$ cat src/rtl/rast_tri_feeder.sv
// Rasterizer triangle feeder: skid FIFO plus output register
// honouring the rasterizer halt back-pressure.
module rast_tri_feeder #(
  parameter int SIGFIG = 24,
  parameter int RADIX  = 10,
  parameter int VERTS  = 3,
  parameter int AXIS   = 3,
  parameter int COLORS = 3,
  parameter int DEPTH  = 4
) (
  input  logic                                    clk,
  input  logic                                    rst,
  input  logic [VERTS-1:0][AXIS-1:0][SIGFIG-1:0]  in_tri_S,
  input  logic [COLORS-1:0][SIGFIG-1:0]           in_color_U,
  input  logic                                    in_valid_H,
  output logic                                    in_ready_H,
  output logic [VERTS-1:0][AXIS-1:0][SIGFIG-1:0]  tri_R10S,
  output logic [COLORS-1:0][SIGFIG-1:0]           color_R10U,
  output logic                                    validTri_R10H,
  input  logic                                    halt_RnnnnL,
  output logic [31:0]                             tri_count_U,
  output logic                                    idle_H
);

  localparam int PW = $clog2(DEPTH);
  localparam logic [PW:0] FULL = (PW+1)'(DEPTH);

  if (DEPTH < 2 || (DEPTH & (DEPTH - 1)) != 0 || RADIX >= SIGFIG)
  begin : g_bad_params
    $error("rast_tri_feeder: bad parameters");
  end

  typedef logic [VERTS-1:0][AXIS-1:0][SIGFIG-1:0] tri_t;
  typedef logic [COLORS-1:0][SIGFIG-1:0] col_t;
  typedef struct packed {
    tri_t t;
    col_t c;
  } ent_t;

  typedef enum logic {EMPTY, HOLD} st_t;

  st_t         state;
  ent_t        mem [DEPTH];
  logic [PW-1:0] rd_ptr;
  logic [PW-1:0] wr_ptr;
  logic [PW:0]   occ;

  logic consume;
  logic slot;
  logic push;
  logic fifo_ne;
  logic pop;
  logic bypass;
  logic wr;

  assign consume = validTri_R10H & halt_RnnnnL;
  assign slot    = ~validTri_R10H | consume;
  assign push    = in_valid_H & in_ready_H;
  assign fifo_ne = (occ != '0);
  assign pop     = slot & fifo_ne;
  assign bypass  = slot & ~fifo_ne & push;
  assign wr      = push & ~bypass;

  assign in_ready_H    = rst & (occ < FULL);
  assign validTri_R10H = (state == HOLD);
  assign idle_H        = ~fifo_ne & ~validTri_R10H;

  // FIFO storage; contents need no reset, pointers gate them
  always_ff @(posedge clk) begin
    if (wr) begin
      mem[wr_ptr] <= '{t: in_tri_S, c: in_color_U};
    end
  end

  // FIFO pointers and occupancy
  always_ff @(posedge clk) begin
    if (!rst) begin
      rd_ptr <= '0;
      wr_ptr <= '0;
      occ    <= '0;
    end else begin
      if (wr)  wr_ptr <= wr_ptr + 1'b1;
      if (pop) rd_ptr <= rd_ptr + 1'b1;
      unique case ({wr, pop})
        2'b10:   occ <= occ + 1'b1;
        2'b01:   occ <= occ - 1'b1;
        default: occ <= occ;
      endcase
    end
  end

  // output register FSM: load from FIFO head, else bypass input
  always_ff @(posedge clk) begin
    if (!rst) begin
      state      <= EMPTY;
      tri_R10S   <= '0;
      color_R10U <= '0;
    end else begin
      unique case (state)
        EMPTY: begin
          if (pop) begin
            tri_R10S   <= mem[rd_ptr].t;
            color_R10U <= mem[rd_ptr].c;
            state      <= HOLD;
          end else if (bypass) begin
            tri_R10S   <= in_tri_S;
            color_R10U <= in_color_U;
            state      <= HOLD;
          end
        end
        HOLD: begin
          if (pop) begin
            tri_R10S   <= mem[rd_ptr].t;
            color_R10U <= mem[rd_ptr].c;
          end else if (bypass) begin
            tri_R10S   <= in_tri_S;
            color_R10U <= in_color_U;
          end else if (consume) begin
            state <= EMPTY;
          end
        end
        default: state <= EMPTY;
      endcase
    end
  end

  // handed-off triangle counter, wraps naturally
  always_ff @(posedge clk) begin
    if (!rst) begin
      tri_count_U <= '0;
    end else if (consume) begin
      tri_count_U <= tri_count_U + 32'd1;
    end
  end

endmodule

$ cat config.mk
export PLATFORM = sky130hd
export DESIGN_NAME = rast_tri_feeder
export DESIGN_NICKNAME = d
export VERILOG_FILES = /design/src/rtl/rast_tri_feeder.sv
export SDC_FILE = /design/constraint.sdc
export NUM_CORES = 2
export LEC_CHECK = 0
export CORE_MARGIN = 2
export CORE_UTILIZATION = 31
export CTS_CLUSTER_SIZE = 25
export DETAILED_ROUTE_END_ITERATION = 10
export GPL_ROUTABILITY_DRIVEN = 1
export MAX_ROUTING_LAYER = met4
export PLACE_DENSITY = 0.53
export SLEW_MARGIN = 20
export SYNTH_ARGS = -nofsm -noshare
export SYNTH_HDL_FRONTEND = slang
export SYNTH_SLANG_ARGS = --single-unit
$ cat constraint.sdc
create_clock -name clk -period 28.8 [get_ports clk]
set_input_delay 5.76 -clock clk [delete_from_list [all_inputs] [get_ports clk]]
set_output_delay 5.76 -clock clk [all_outputs]
set_load 0.005 [all_outputs]
Yosys cells after proc, flatten, opt, wreduce, memory -nomap -nowiden --
Memory sizes are Yosys's and may differ from the RTL's. A register that Yosys moved wholly into a read port is not among the register bits. Cells that the tools add are included.
Cells by class: multiplexer cells 15, shift-type cells 0, reduce and logical (&&, ||, !) cells 3, div/mod/pow operators 0, equal/unequal tests 2, bitwise operators 12, $add $sub $neg 5, magnitude comparators 1, multipliers 0
Operators with widths (count):
- $mux W216 | 2
- $mux W72 | 2
- $add A32 B1 Y32 const B | 1
- $and A1 B1 Y1 | 8
- $mux W1 | 7
- $pmux W3 S2 | 1
- $add A2 B1 Y2 const B | 2
- $mux W2 | 2
- $reduce_bool A2 Y1 | 2
- $add A3 B1 Y3 const B | 1
- $lt A3 B3 Y1 const B | 1
- $not A1 Y1 | 3
- $reduce_bool A3 Y1 | 1
- $sub A3 B1 Y3 const B | 1
- $eq A2 B1 Y1 const B | 1
- $eq A2 B2 Y1 const B | 1
- $pmux W1 S2 | 1
- $or A1 B1 Y1 | 1
Storage, ports and cells: register bits 328, memories kept 1, bits in latches 0, logic and storage cells 56, bits of input ports 292, bits in read-only memories 0, bits in writable memories 1152
Memories:
- mem | depth 4, bits a word 288, rd ports 1, clocked after Yosys merged registers in 1, wr ports 1, line 43 | ent_t mem [DEPTH];

Depth between registers and ports, before layout --
word-level depth 8, mapped depth 12, gate-level depth less buffers 9

Worst setup path before layout --
OpenSTA, ideal clock, no wires.
path kind input-to-reg, from input halt_RnnnnL, to memory mem[0][0] (netlist name) (enable), path buffers 0, setup slack 15006 ps, required time 28114 ps, data arrival time 13108 ps, cell stages on the path 3, cells stage by stage nand2b_1 a211oi_1 and2_1
Between the ends: cells in the longest elaborated chain, start to end 8
Ends and longest elaborated chain:
- from (decl) | line 20 | input logic halt_RnnnnL,
- $and A1 B1 Y1 | line 56 | assign consume = validTri_R10H & halt_RnnnnL;
- $or A1 B1 Y1 | line 57 | assign slot = ~validTri_R10H | consume;
- $and A1 B1 Y1 (2 in a row) | line 61 | assign bypass = slot & ~fifo_ne & push;
- $not A1 Y1 | line 62 | assign wr = push & ~bypass;
- $and A1 B1 Y1 | line 62
- $mux W1 | line 70 | if (wr) begin
- $mux W1 (not written as such) | line 71 | mem[wr_ptr] <= '{t: in_tri_S, c: in_color_U};
- to (decl) | line 43
No other way between the ends.

Worst setup path in the final report --
from input rst, to output in_ready_H
Between the ends: cells in the longest elaborated chain, start to end 1
Ends and longest elaborated chain:
- from (decl) | line 12 | input logic rst,
- $and A1 B1 Y1 | line 64 | assign in_ready_H = rst & (occ < FULL);
- to (decl) | line 16 | output logic in_ready_H,
No other way between the ends.

==> flow_summary.yaml <==
setup_path:
  critPathTopFamily: "buffers and inverters"
  end_kind: "output port"
  cp_num_buf_inv: 3
  crit_slowest_cell: "clkbuf_8"
  path_class: "input port to output port"
  crit-reg2reg-launch: "validTri_R10H"
  crit_fanout: 112
  required_ps: 23040
  path_cells: "clkbuf_8 > inv_1 > nor2_1 > clkdlybuf4s50_1"
  r2r_setup_slack_ps: 23660
  arrival_ps: 7060
  crit_path_max_incr_delay_ps: 530
  crit_start: "rst"
  start_kind: "input port"
floorplanning:
  die_h_um: 425.7
  start_util_pct: 31.24
  die_area_sq_um: 181300
  core_sq_um: 176500
  num_rows: 154
  io_pins: 615
  die_x_um: 425.7
timing:
  maxSlewHeadroom_pct: 28.58
  fin_tns_setup_ps: 0
  finalHoldViolCount: 0
  setup_viol: 0
  min_period_over_period_pct: 44.50
  post-route-min-period_ps: 12820
  clock.fmax_ghz: 0.07802
  worstMarginPinSlew_ps: 1071
  setup_slack_ps: 15980
  clock_skew_ps: 25.42
  final-max-slew-violation-count: 0
  rsz0062_at_grt: "false"
global_routing:
  grt_pass1_wl_um: 214100
  grt_pass1_vias: 31890
  antenna_found_initial: 28
  gr-total-overflow: 0
  grt_start_max_net_pins: 184
  grt_use_total_pct: 16.10
power_and_ir_drop:
  finalPower_w: 0.006495
  ir_drop_uv: 113.8
  p_leak_nw: 21.92
  p_per_area_nw_per_um2: 94.29
clock_tree:
  cts_buffer_depth: 3
  clock_latency_ps: 800
  hold_buffers: 0
  cts-root-buf: "clkbuf_16"
  h-tree-depth: 4
  cts_resized: 0
  cts_buffers: 162
  clkTransAtPathRegs_ps: 60
  cts_post_setup_buffers_inserted: 0
  cts.sinks: 1482
  cts_tree: "yes"
synth:
  ys_seq_area_share_pct: 74.72
  synth_edf_count: 1152
  async_flop_share_pct: 0
  syn_avg_cell_area_sq_um: 16.52
  yosysMostFrequentCell: "edfxtp_1"
  ys_types: 35
  synth_seq_cells: 1482
  synth_top_area_share_pct: 62.74
  synth_cells: 3338
  synth_warnings: 0
  syn_area_sq_um: 55140
  synth_fp_nets: 3637
  synth_area_leaders: "edfxtp_1, dfxtp_1, mux4_2, nand2_1, a31oi_1"
  ys_top_cells_by_count: "edfxtp_1, nand2_1, dfxtp_1"
  synth.largest_area_cell: "edfxtp_1"
  synth-main-ff-cell: "edfxtp_1"
run:
  cap_violations: 0
route:
  drt_wl_total_um: 144200
  drt-initial-drc-count: 2123
  wl_per_cell_um: 22.42
  vias: 31525
  drtPass1Iterations: 5
  vias_per_cell: 4.904
  drtAntennaViolNets: 0
  route.detailed.drc: 0
final_layout:
  final_nets: 4224
  final_cell_count_no_fill: 6429
  drive_above_1_share_pct: 14.27
  syn_to_final_growth_pct: 24.92
  fin_util_pct: 39.03
hold_path:
  hp-start: "tri_count_U[31]"
  hold_class: "flop to flop"
placed_design:
  portBuffers: 614
  gp_congestion: 0.7642
  hpwl_um: 82900
  dp.cells: 6101
  place_ws_ps: 15900
status:
  outcome: "completed"
## path summary, 6_finish.rpt
check / endpoint / depth (start not counted)
setup / recovery: in_ready_H / 4
setup reg to reg: mem[1][258] / 6
hold reg to reg: tri_count_U[31] / 2
hold / removal: tri_count_U[31] / 2
## state kept, by name, summed over array words and instances, names as in the netlist, named ones only
signal	flops
mem	1152
tri_R10S	216
color_R10U	72
tri_count_U	32
occ	3
rd_ptr	2
wr_ptr	2
validTri_R10H	1
## metal layers
layer	track usage, %	share of wire [%]	vias up
li1	-	-	14267
met1	20.01	42	16254
met2	25.98	49	811
met3	3.865	5.6	193
met4	5.000	2.6	0
met5	-	0	-
## layout by cell type (no fill, tap or decap), types with 4 or more instances in the layout
cell type,n
a31oi_1,289
buf_12,6
clkbuf_16,167
a21oi_1,22
diode_2,24
nor3_1,4
clkinv_1,19
nand2_1,589
edfxtp_1,1152
clkbuf_8,17
dfxtp_1,328
o21ai_0,296
o31ai_1,12
xnor2_1,8
clkbuf_1,49
or4_1,16
mux4_2,288
xor2_1,7
clkinvlp_4,7
ha_1,6
inv_6,8
clkinv_2,28
nand3_1,10
clkinv_8,4
buf_4,37
nand2b_1,4
nor2_1,21
clkdlybuf4s50_1,613
and2_4,4
nand4_1,6
or3_1,9
inv_1,15
## stage by stage
step	cell area [sq um]	hold WS [ps]
floorplan	55140	459.1
global placement	63710	453.6
detailed placement	63710	471.0
CTS	68820	480.4
global route	68880	512.5
finish	68880	475.6
## kinds of logic after synthesis
kind of cell / count (synthesis) / synth area share [%]
flip-flops: 1482 / 74.72
AND/OR/NAND/NOR: 672 / 4.879
AO/OA/AOI/OAI: 621 / 6.351
multiplexers: 291 / 11.82
buffers and inverters: 250 / 1.822
XOR/XNOR: 15 / 0.2383
adder cells (fa/ha/maj): 7 / 0.1725
## report_power, final
part	switching (W)	leakage, nW	total, W	internal [W]
clock network	0.000853	2.50	0.00199	0.00114
logic	0.00102	6.30	0.00177	0.000752
registers	0.000146	13.1	0.00273	0.00259
total	0.00202	21.9	0.00650	0.00448
## final cells by class
class / count / area, sq um
clock inverter: 71 / 518.0
multi-input combinational: 1606 / 12960
antenna: 24 / 60.06
inverter: 16 / 67.56
timing repair buffer: 657 / 6548
clock buffer: 233 / 4591
sequential: 1482 / 41210
tap: 2340 / 2928
fill: 16435 / 107600
## worst reg2reg max path: stages, from the launching register on
cell and delay (ps):
dfxtp_1 490, nand2b_1 200, a211oi_1 830, and2_4 830, buf_4 730, buf_4 770
buf_4 840
(Power assumes the default switching activity.)
